==> src/rtl/riscv_lsu.sv <==
// riscv_lsu: load/store unit between the RISC-V datapath and a word-addressed,
// variable-latency data memory with a valid/ready handshake.
//
// Ports:
//   i_clk, i_rst_n          clock (rising edge), asynchronous active-low reset
//   i_req, i_we, i_funct3   datapath request, store flag, access size/sign
//   i_addr, i_wdata         byte address and store data
//   o_rdata                 extended load result (holds between loads)
//   o_done, o_err           one-cycle completion pulse, error flag qualified by done
//   o_stall                 combinational: i_req & ~o_done
//   o_mem_valid, o_mem_we, o_mem_addr, o_mem_be, o_mem_wdata  memory request
//   i_mem_ready, i_mem_rdata                                  memory response
module riscv_lsu #(
  parameter int unsigned TIMEOUT_CYCLES = 16
) (
  input  logic        i_clk,
  input  logic        i_rst_n,
  input  logic        i_req,
  input  logic        i_we,
  input  logic [2:0]  i_funct3,
  input  logic [31:0] i_addr,
  input  logic [31:0] i_wdata,
  output logic [31:0] o_rdata,
  output logic        o_done,
  output logic        o_err,
  output logic        o_stall,
  output logic        o_mem_valid,
  output logic        o_mem_we,
  output logic [31:0] o_mem_addr,
  output logic [3:0]  o_mem_be,
  output logic [31:0] o_mem_wdata,
  input  logic        i_mem_ready,
  input  logic [31:0] i_mem_rdata
);

  localparam int unsigned CNT_W = 16;
  localparam logic [CNT_W-1:0] CNT_LAST = CNT_W'(TIMEOUT_CYCLES - 1);

  typedef enum logic [1:0] {
    ST_IDLE = 2'd0,
    ST_BUS  = 2'd1,
    ST_RESP = 2'd2
  } state_t;

  state_t             r_state;
  logic [CNT_W-1:0]   r_cnt;
  logic [1:0]         r_off;
  logic [2:0]         r_funct3;
  logic [31:0]        r_rdata;
  logic               r_done;
  logic               r_err;
  logic               r_mem_valid;
  logic               r_mem_we;
  logic [31:0]        r_mem_addr;
  logic [3:0]         r_mem_be;
  logic [31:0]        r_mem_wdata;

  logic [1:0]         w_off;
  logic               w_illegal;
  logic               w_misaligned;
  logic [3:0]         w_be;
  logic [31:0]        w_wdata;
  logic [7:0]         w_byte;
  logic [15:0]        w_half;
  logic [31:0]        w_load;

  assign w_off = i_addr[1:0];

  // Request decode: legality, alignment, byte enables and lane-replicated data.
  always_comb begin
    w_illegal    = 1'b0;
    w_misaligned = 1'b0;
    w_be         = 4'b1111;
    w_wdata      = i_wdata;
    case (i_funct3[1:0])
      2'd0: begin
        w_be    = 4'b0001 << w_off;
        w_wdata = {4{i_wdata[7:0]}};
      end
      2'd1: begin
        w_be         = 4'b0011 << w_off;
        w_wdata      = {2{i_wdata[15:0]}};
        w_misaligned = w_off[0];
      end
      default: begin
        w_be         = 4'b1111;
        w_wdata      = i_wdata;
        w_misaligned = |w_off;
      end
    endcase
    if (i_we) begin
      // Stores only know sb/sh/sw.
      w_illegal = (i_funct3 > 3'd2);
    end else begin
      // Loads: 3, 6 and 7 are unused encodings.
      w_illegal = (i_funct3 == 3'd3) || (i_funct3 == 3'd6) || (i_funct3 == 3'd7);
    end
  end

  // Load extraction from the returned word using the offset captured in IDLE.
  always_comb begin
    w_byte = i_mem_rdata[{r_off, 3'b000} +: 8];
    w_half = i_mem_rdata[{r_off[1], 4'b0000} +: 16];
    case (r_funct3)
      3'd0:    w_load = {{24{w_byte[7]}}, w_byte};
      3'd1:    w_load = {{16{w_half[15]}}, w_half};
      3'd4:    w_load = {24'd0, w_byte};
      3'd5:    w_load = {16'd0, w_half};
      default: w_load = i_mem_rdata;
    endcase
  end

  // Access FSM with registered outputs.
  always_ff @(posedge i_clk or negedge i_rst_n) begin
    if (!i_rst_n) begin
      r_state     <= ST_IDLE;
      r_cnt       <= '0;
      r_off       <= 2'd0;
      r_funct3    <= 3'd0;
      r_rdata     <= 32'd0;
      r_done      <= 1'b0;
      r_err       <= 1'b0;
      r_mem_valid <= 1'b0;
      r_mem_we    <= 1'b0;
      r_mem_addr  <= 32'd0;
      r_mem_be    <= 4'd0;
      r_mem_wdata <= 32'd0;
    end else begin
      case (r_state)
        ST_IDLE: begin
          if (i_req) begin
            if (w_illegal || w_misaligned) begin
              // Rejected before touching the bus.
              r_done  <= 1'b1;
              r_err   <= 1'b1;
              r_state <= ST_RESP;
            end else begin
              r_mem_valid <= 1'b1;
              r_mem_we    <= i_we;
              r_mem_addr  <= {i_addr[31:2], 2'b00};
              r_mem_be    <= w_be;
              r_mem_wdata <= w_wdata;
              r_off       <= w_off;
              r_funct3    <= i_funct3;
              r_cnt       <= '0;
              r_state     <= ST_BUS;
            end
          end
        end
        ST_BUS: begin
          if (i_mem_ready) begin
            r_mem_valid <= 1'b0;
            if (!r_mem_we) begin
              r_rdata <= w_load;
            end
            r_done  <= 1'b1;
            r_err   <= 1'b0;
            r_state <= ST_RESP;
          end else if (r_cnt == CNT_LAST) begin
            // Abort: memory never answered within the window.
            r_mem_valid <= 1'b0;
            if (!r_mem_we) begin
              r_rdata <= 32'd0;
            end
            r_done  <= 1'b1;
            r_err   <= 1'b1;
            r_state <= ST_RESP;
          end else begin
            r_cnt <= r_cnt + CNT_W'(1);
          end
        end
        ST_RESP: begin
          r_done  <= 1'b0;
          r_err   <= 1'b0;
          r_state <= ST_IDLE;
        end
        default: begin
          r_state <= ST_IDLE;
        end
      endcase
    end
  end

  assign o_rdata     = r_rdata;
  assign o_done      = r_done;
  assign o_err       = r_err;
  assign o_stall     = i_req & ~r_done;
  assign o_mem_valid = r_mem_valid;
  assign o_mem_we    = r_mem_we;
  assign o_mem_addr  = r_mem_addr;
  assign o_mem_be    = r_mem_be;
  assign o_mem_wdata = r_mem_wdata;

endmodule

==> config.mk <==
export PLATFORM = sky130hd
export DESIGN_NAME = riscv_lsu
export DESIGN_NICKNAME = d
export VERILOG_FILES = /design/src/rtl/riscv_lsu.sv
export SDC_FILE = /design/constraint.sdc
export NUM_CORES = 1
export LEC_CHECK = 0
export ABC_AREA = 1
export CORE_UTILIZATION = 50
export CTS_CLUSTER_SIZE = 30
export DETAILED_ROUTE_END_ITERATION = 8
export GPL_TIMING_DRIVEN = 0
export PLACE_DENSITY_LB_ADDON = 0.1
export SYNTH_ARGS = -nofsm -noshare
export SYNTH_HDL_FRONTEND = slang
export SYNTH_SLANG_ARGS = --single-unit
==> constraint.sdc <==
create_clock -name i_clk -period 5.6 [get_ports i_clk]
set_clock_uncertainty 0.2 [all_clocks]
set_input_delay 1.12 -clock i_clk [delete_from_list [all_inputs] [get_ports i_clk]]
set_output_delay 1.12 -clock i_clk [all_outputs]
set_load 0.03 [all_outputs]
After elaboration in Yosys (flattened, before gate mapping):

Cells that the tools add are included.

* eq/ne operators: 16
* $add $sub $neg: 1
* shift-type cells: 4
* divide/modulo/power cells: 0
* multiply operators: 0
* multiplexer cells: 31
* reduce and logical (&&, ||, !) cells: 16
* order comparisons: 1
* bitwise logic cells: 4

Operator list (count)
* two-way mux 32 bit: 4
* one-hot mux 32 bit (4 select lines): 1
* two-way mux 16 bit: 4
* one-hot mux 32 bit (2 select lines): 1
* one-hot mux 16 bit (2 select lines): 1
* variable part select 32 x 6 -> 16 bit: 1
* variable part select 32 x 6 -> 8 bit: 1
* adder 16 x 1 -> 16 bit (second input constant): 1
* == test 16 x 4 -> 1 bit (second input constant): 1
* == test 3 bit (second input constant): 4
* two-way mux 1 bit: 10
* != test 2 bit (second input constant): 5
* two-way mux 2 bit: 4
* one-hot mux 4 bit (2 select lines): 1
* AND reduction 4 bit: 2
* one-hot mux 1 bit (3 select lines): 2
* AND reduction 3 bit: 2
* AND reduction 5 bit: 1
* == test 2 x 1 -> 1 bit (second input constant): 2
* zero test 2 bit: 2
* one-hot mux 1 bit (2 select lines): 2
* one-hot mux 2 bit (2 select lines): 1
* nonzero test 2 bit: 2
* left shift 1 x 2 -> 4 bit (first input constant): 1
* other kinds (13): 17

* flip-flop bits (word level): 125
* bits in latches: 0
* ROM bits: 0
* output and inout port bits: 105
* memories kept: 0
* word-level logic and storage cells: 85
* memory bits (writable): 0

Logic depth before layout (Yosys ltp):

* depth in word-level cells: 8
* depth in mapped cells: 12

Least setup slack after synthesis:

OpenSTA, ideal clock, no wires.

* path kind: input -> output
* start point: input i_req
* end point: output o_stall
* arrival time: 1.562 ns
* path slack: 2.718 ns
* stages: 2
* data required time: 4.280 ns
* buffers on the path: 0
* path through: inv_1 nor2_1

* word-level cells in the longest chain between the ends: 1

RTL lines
* start: declaration: line 18 `input logic i_req,`
* bitwise AND 1 bit: line 187 `assign o_stall = i_req & ~r_done;`
* end: declaration: line 26 `output logic o_stall,`

Every way passes these cells.

Worst setup path in the final report:

Same ends and word-level chain as after synthesis.

==> results.toml <==
[setup_path]
setup.worst_path.start_class = "primary input"
worstSetupPathType = "in -> out"
cp_data_required_time_ps = 4280
critPathArrivalTime_ps = 2490
endpoint_kind = "output pin"
worst-path-max-fanout = 2

[die]
chipWidth_um = 115.9
core_area_um2 = 12620
ioPinCount = 209
fp-row-count = 41
die_area_um2 = 13430
die_y_um = 115.9
floorplan.initialDensity_pct = 51.38

[drt]
num_vias = 6517
avgViaCountPerCell = 5.127
antenna_left = 0
first_iter_violations = 573
drcViolationCount = 0
finalWirelength_um = 18810
post_drt_wl_per_cell_um = 14.80
detailedRoute.firstPassIterationCount = 5

[pwr]
leakage_nw = 4.563
net-switching-power_mw = 2.078
p_int_mw = 2.968
power_frac_clock_pct = 22.9
p_per_area_nw_per_um2 = 536.0
comb_pwr_share_pct = 48.3
seq_power_share_pct = 28.8
vdd.ir_drop.worst_mv = 0.3982
switching_share_pct = 41.18

[logic_synthesis]
synthesis.area_per_instance_um2 = 7.539
post_synth_inst_count = 860
synth_top_flop_cell = "sky130_fd_sc_hd__dfrtp_1"
share_of_the_yosys_chip_area_belonging_to_registers_pct = 48.24
synth_edf_count = 0
yosysWarnings = 0
synth_area_um2 = 6484
post_synthesis_sequential_element_count = 125
ys_types = 32
postSynth.asyncResetShare_pct = 100.0

[clocking]
cts-buffers-inserted = 17
cts_tree = "done"
clk_lat_worst_skew_ps = 420
holdBufCountCts = 0
cts_buffer_depth = 2
postCtsResizedCells = 0
post-cts-setup-buffer-count = 0
path_clk_slew_ps = 50
cts_max_level = 4
clock_sinks = 125
ctsRootBufferMaster = "sky130_fd_sc_hd__clkbuf_16"

[layout]
postLayoutCoreUtil_pct = 74.60
final_layout_size_suffix_gt1_share_pct = 9.281
final-seq-area_um2 = 3128
layout.filler_cells = 1011
area_used_by_multi_input_combinational_logic_um2 = 2895
antenna_cells = 0
areaGrowthSynthToFinish_pct = 45.19
design.final.nets = 1195

[global_route]
first_pass_grt_wire_length_um = 29910
global_route.overflow_total = 0
maximum_number_of_pins_on_one_net_before_global_route_repair = 94
gr-usage-all-layers_pct = 29.33
grt_antenna_before_repair = 0
first_global_vias = 6120

[timing]
finalCriticalPeriod_ps = 3805
final.setup.worst_slack_ps = 1795
maximum_operating_frequency_ghz = 0.2628
tightest_slew_ps = 538.6
finalSetupViolations = 0
timing_max_transition_violations_final = 0
rsz0062_at_grt = "no"
timing.max_slew.rel_slack_pct = 63.96
final_min_period_over_clock_period_pct = 67.95
timing.final.hold_violations = 0

[placement]
numPortBuffers = 206
gpl_wtd_cong = 0.9232
hpwlAfterDp_um = 13470
worst_setup_slack_before_clock_tree_synthesis_ps = 1769

[min_path]
worstHoldPathType = "reg -> reg"

[flow_run]
maxCapViolCount = 0

[outcome]
outcome = "complete, no violations"
==> synth_stat cells (9+ instances only) <==
cell | count | share of area [%]
sky130_fd_sc_hd__a21oi_1 | 35 | 2.7
sky130_fd_sc_hd__nand2_1 | 341 | 20
sky130_fd_sc_hd__inv_1 | 45 | 2.6
sky130_fd_sc_hd__o21ai_0 | 77 | 5.9
sky130_fd_sc_hd__buf_2 | 16 | 1.2
sky130_fd_sc_hd__nor2_1 | 70 | 4.1
sky130_fd_sc_hd__or2_2 | 9 | 0.87
sky130_fd_sc_hd__dfrtp_1 | 125 | 48
sky130_fd_sc_hd__nand2_2 | 9 | 0.87
sky130_fd_sc_hd__clkbuf_1 | 13 | 0.75
sky130_fd_sc_hd__nand3_1 | 52 | 4.0
sky130_fd_sc_hd__buf_4 | 9 | 1.0
==> kinds of logic after synthesis <==
family	count (synthesis)	synth area share [%]
xor+xnor	4	0.5403
compound gates	129	10.75
buf+inv	94	7.159
fa+ha+maj	4	0.7719
flops	125	48.24
simple gates	503	32.48
other cells	1	0.05784
==> placed cells by master, fill, tap and decap left out, drive strengths merged, types with 2 or more instances in the layout <==
cell,instances
nand2,352
clkdlybuf4s50,205
dfrtp,125
o21ai,84
nor2,73
nand3,56
inv,50
clkbuf,38
a21oi,35
buf,33
or2,9
nand4,9
o21bai,5
a211oi,4
xor2,4
ha,4
bufinv,3
clkinv,3
nor3,2
nand3b,2
conb,2
==> flip-flops by register name, indices dropped and copies added (netlist names) <==
name	cells
o_mem_addr	30
o_mem_we	1
o_err	1
o_rdata	32
o_mem_wdata	32
r_funct3	3
r_cnt	16
r_off	2
o_mem_be	4
r_state	2
o_done	1
o_mem_valid	1
==> layout make-up <==
| cell class | count | area share, % |
|---|---|---|
| clock buffers | 25 | 5.476 |
| flip-flops and latches | 125 | 33.23 |
| plain buffers | 44 | 2.937 |
| inverters | 50 | 1.994 |
| multi-input cells | 642 | 30.75 |
| well taps | 172 | 2.286 |
| repair buffers | 207 | 22.21 |
| clock inverters | 6 | 1.116 |
==> critical path, cell delays in order <==
cell and delay, ps:
sky130_fd_sc_hd__clkdlybuf4s50_1 520, sky130_fd_sc_hd__inv_1 80, sky130_fd_sc_hd__nor2_1 80, sky130_fd_sc_hd__clkdlybuf4s50_1 690
==> power by group through the flow <==
stage	Clock [mW]	Sequential, mW	Combinational [mW]
final	1.16	1.45	2.44
after global routing	1.21	1.49	2.62
after CTS	1.17	1.45	2.44
after detailed placement	0	1.45	2.43
after global placement	0	1.45	2.39
after floorplan	0	2.07	0.808
==> through the flow <==
step / power (mW) / setup TNS [ps] / hold WS (ps) / instances / cell area, um2
final: 5.046 / 0 / 274.0 / 1271 / 9414
after global routing: 5.319 / 0 / 289.1 / 1271 / 9414
after CTS: 5.054 / 0 / 275.3 / 1271 / 9414
after detailed placement: 3.878 / 0 / 262.3 / 1240 / 8793
after global placement: 3.847 / -212490 / 258.2 / 1239 / 8765
after floorplan: 2.876 / 0 / 269.1 / 861 / 6487
==> routing by layer <==
metal / part of all wire [%] / wire [um] / GRT usage, %
met1: 41 / 7671 / 36.48
met2: 47 / 8821 / 46.59
met3: 9.7 / 1817 / 9.833
met4: 2.7 / 499 / 12.82
met5: 0 / 0 / 0
==> final timing paths <==
check | start | endpoint | slack (ps) | cells after the start
max in group asynchronous | i_rst_n | o_mem_addr[6] | 4070 | 2
hold / removal | o_mem_valid | o_mem_valid | 270 | 2
setup / recovery | i_req | o_stall | 1790 | 4
hold reg to reg | o_mem_valid | o_mem_valid | 270 | 2
setup reg to reg | r_state[1] | o_rdata[14] | 3450 | 9
min in group asynchronous | i_rst_n | o_rdata[29] | 380 | 1
Note: power is estimated with default switching activity, not from simulation.
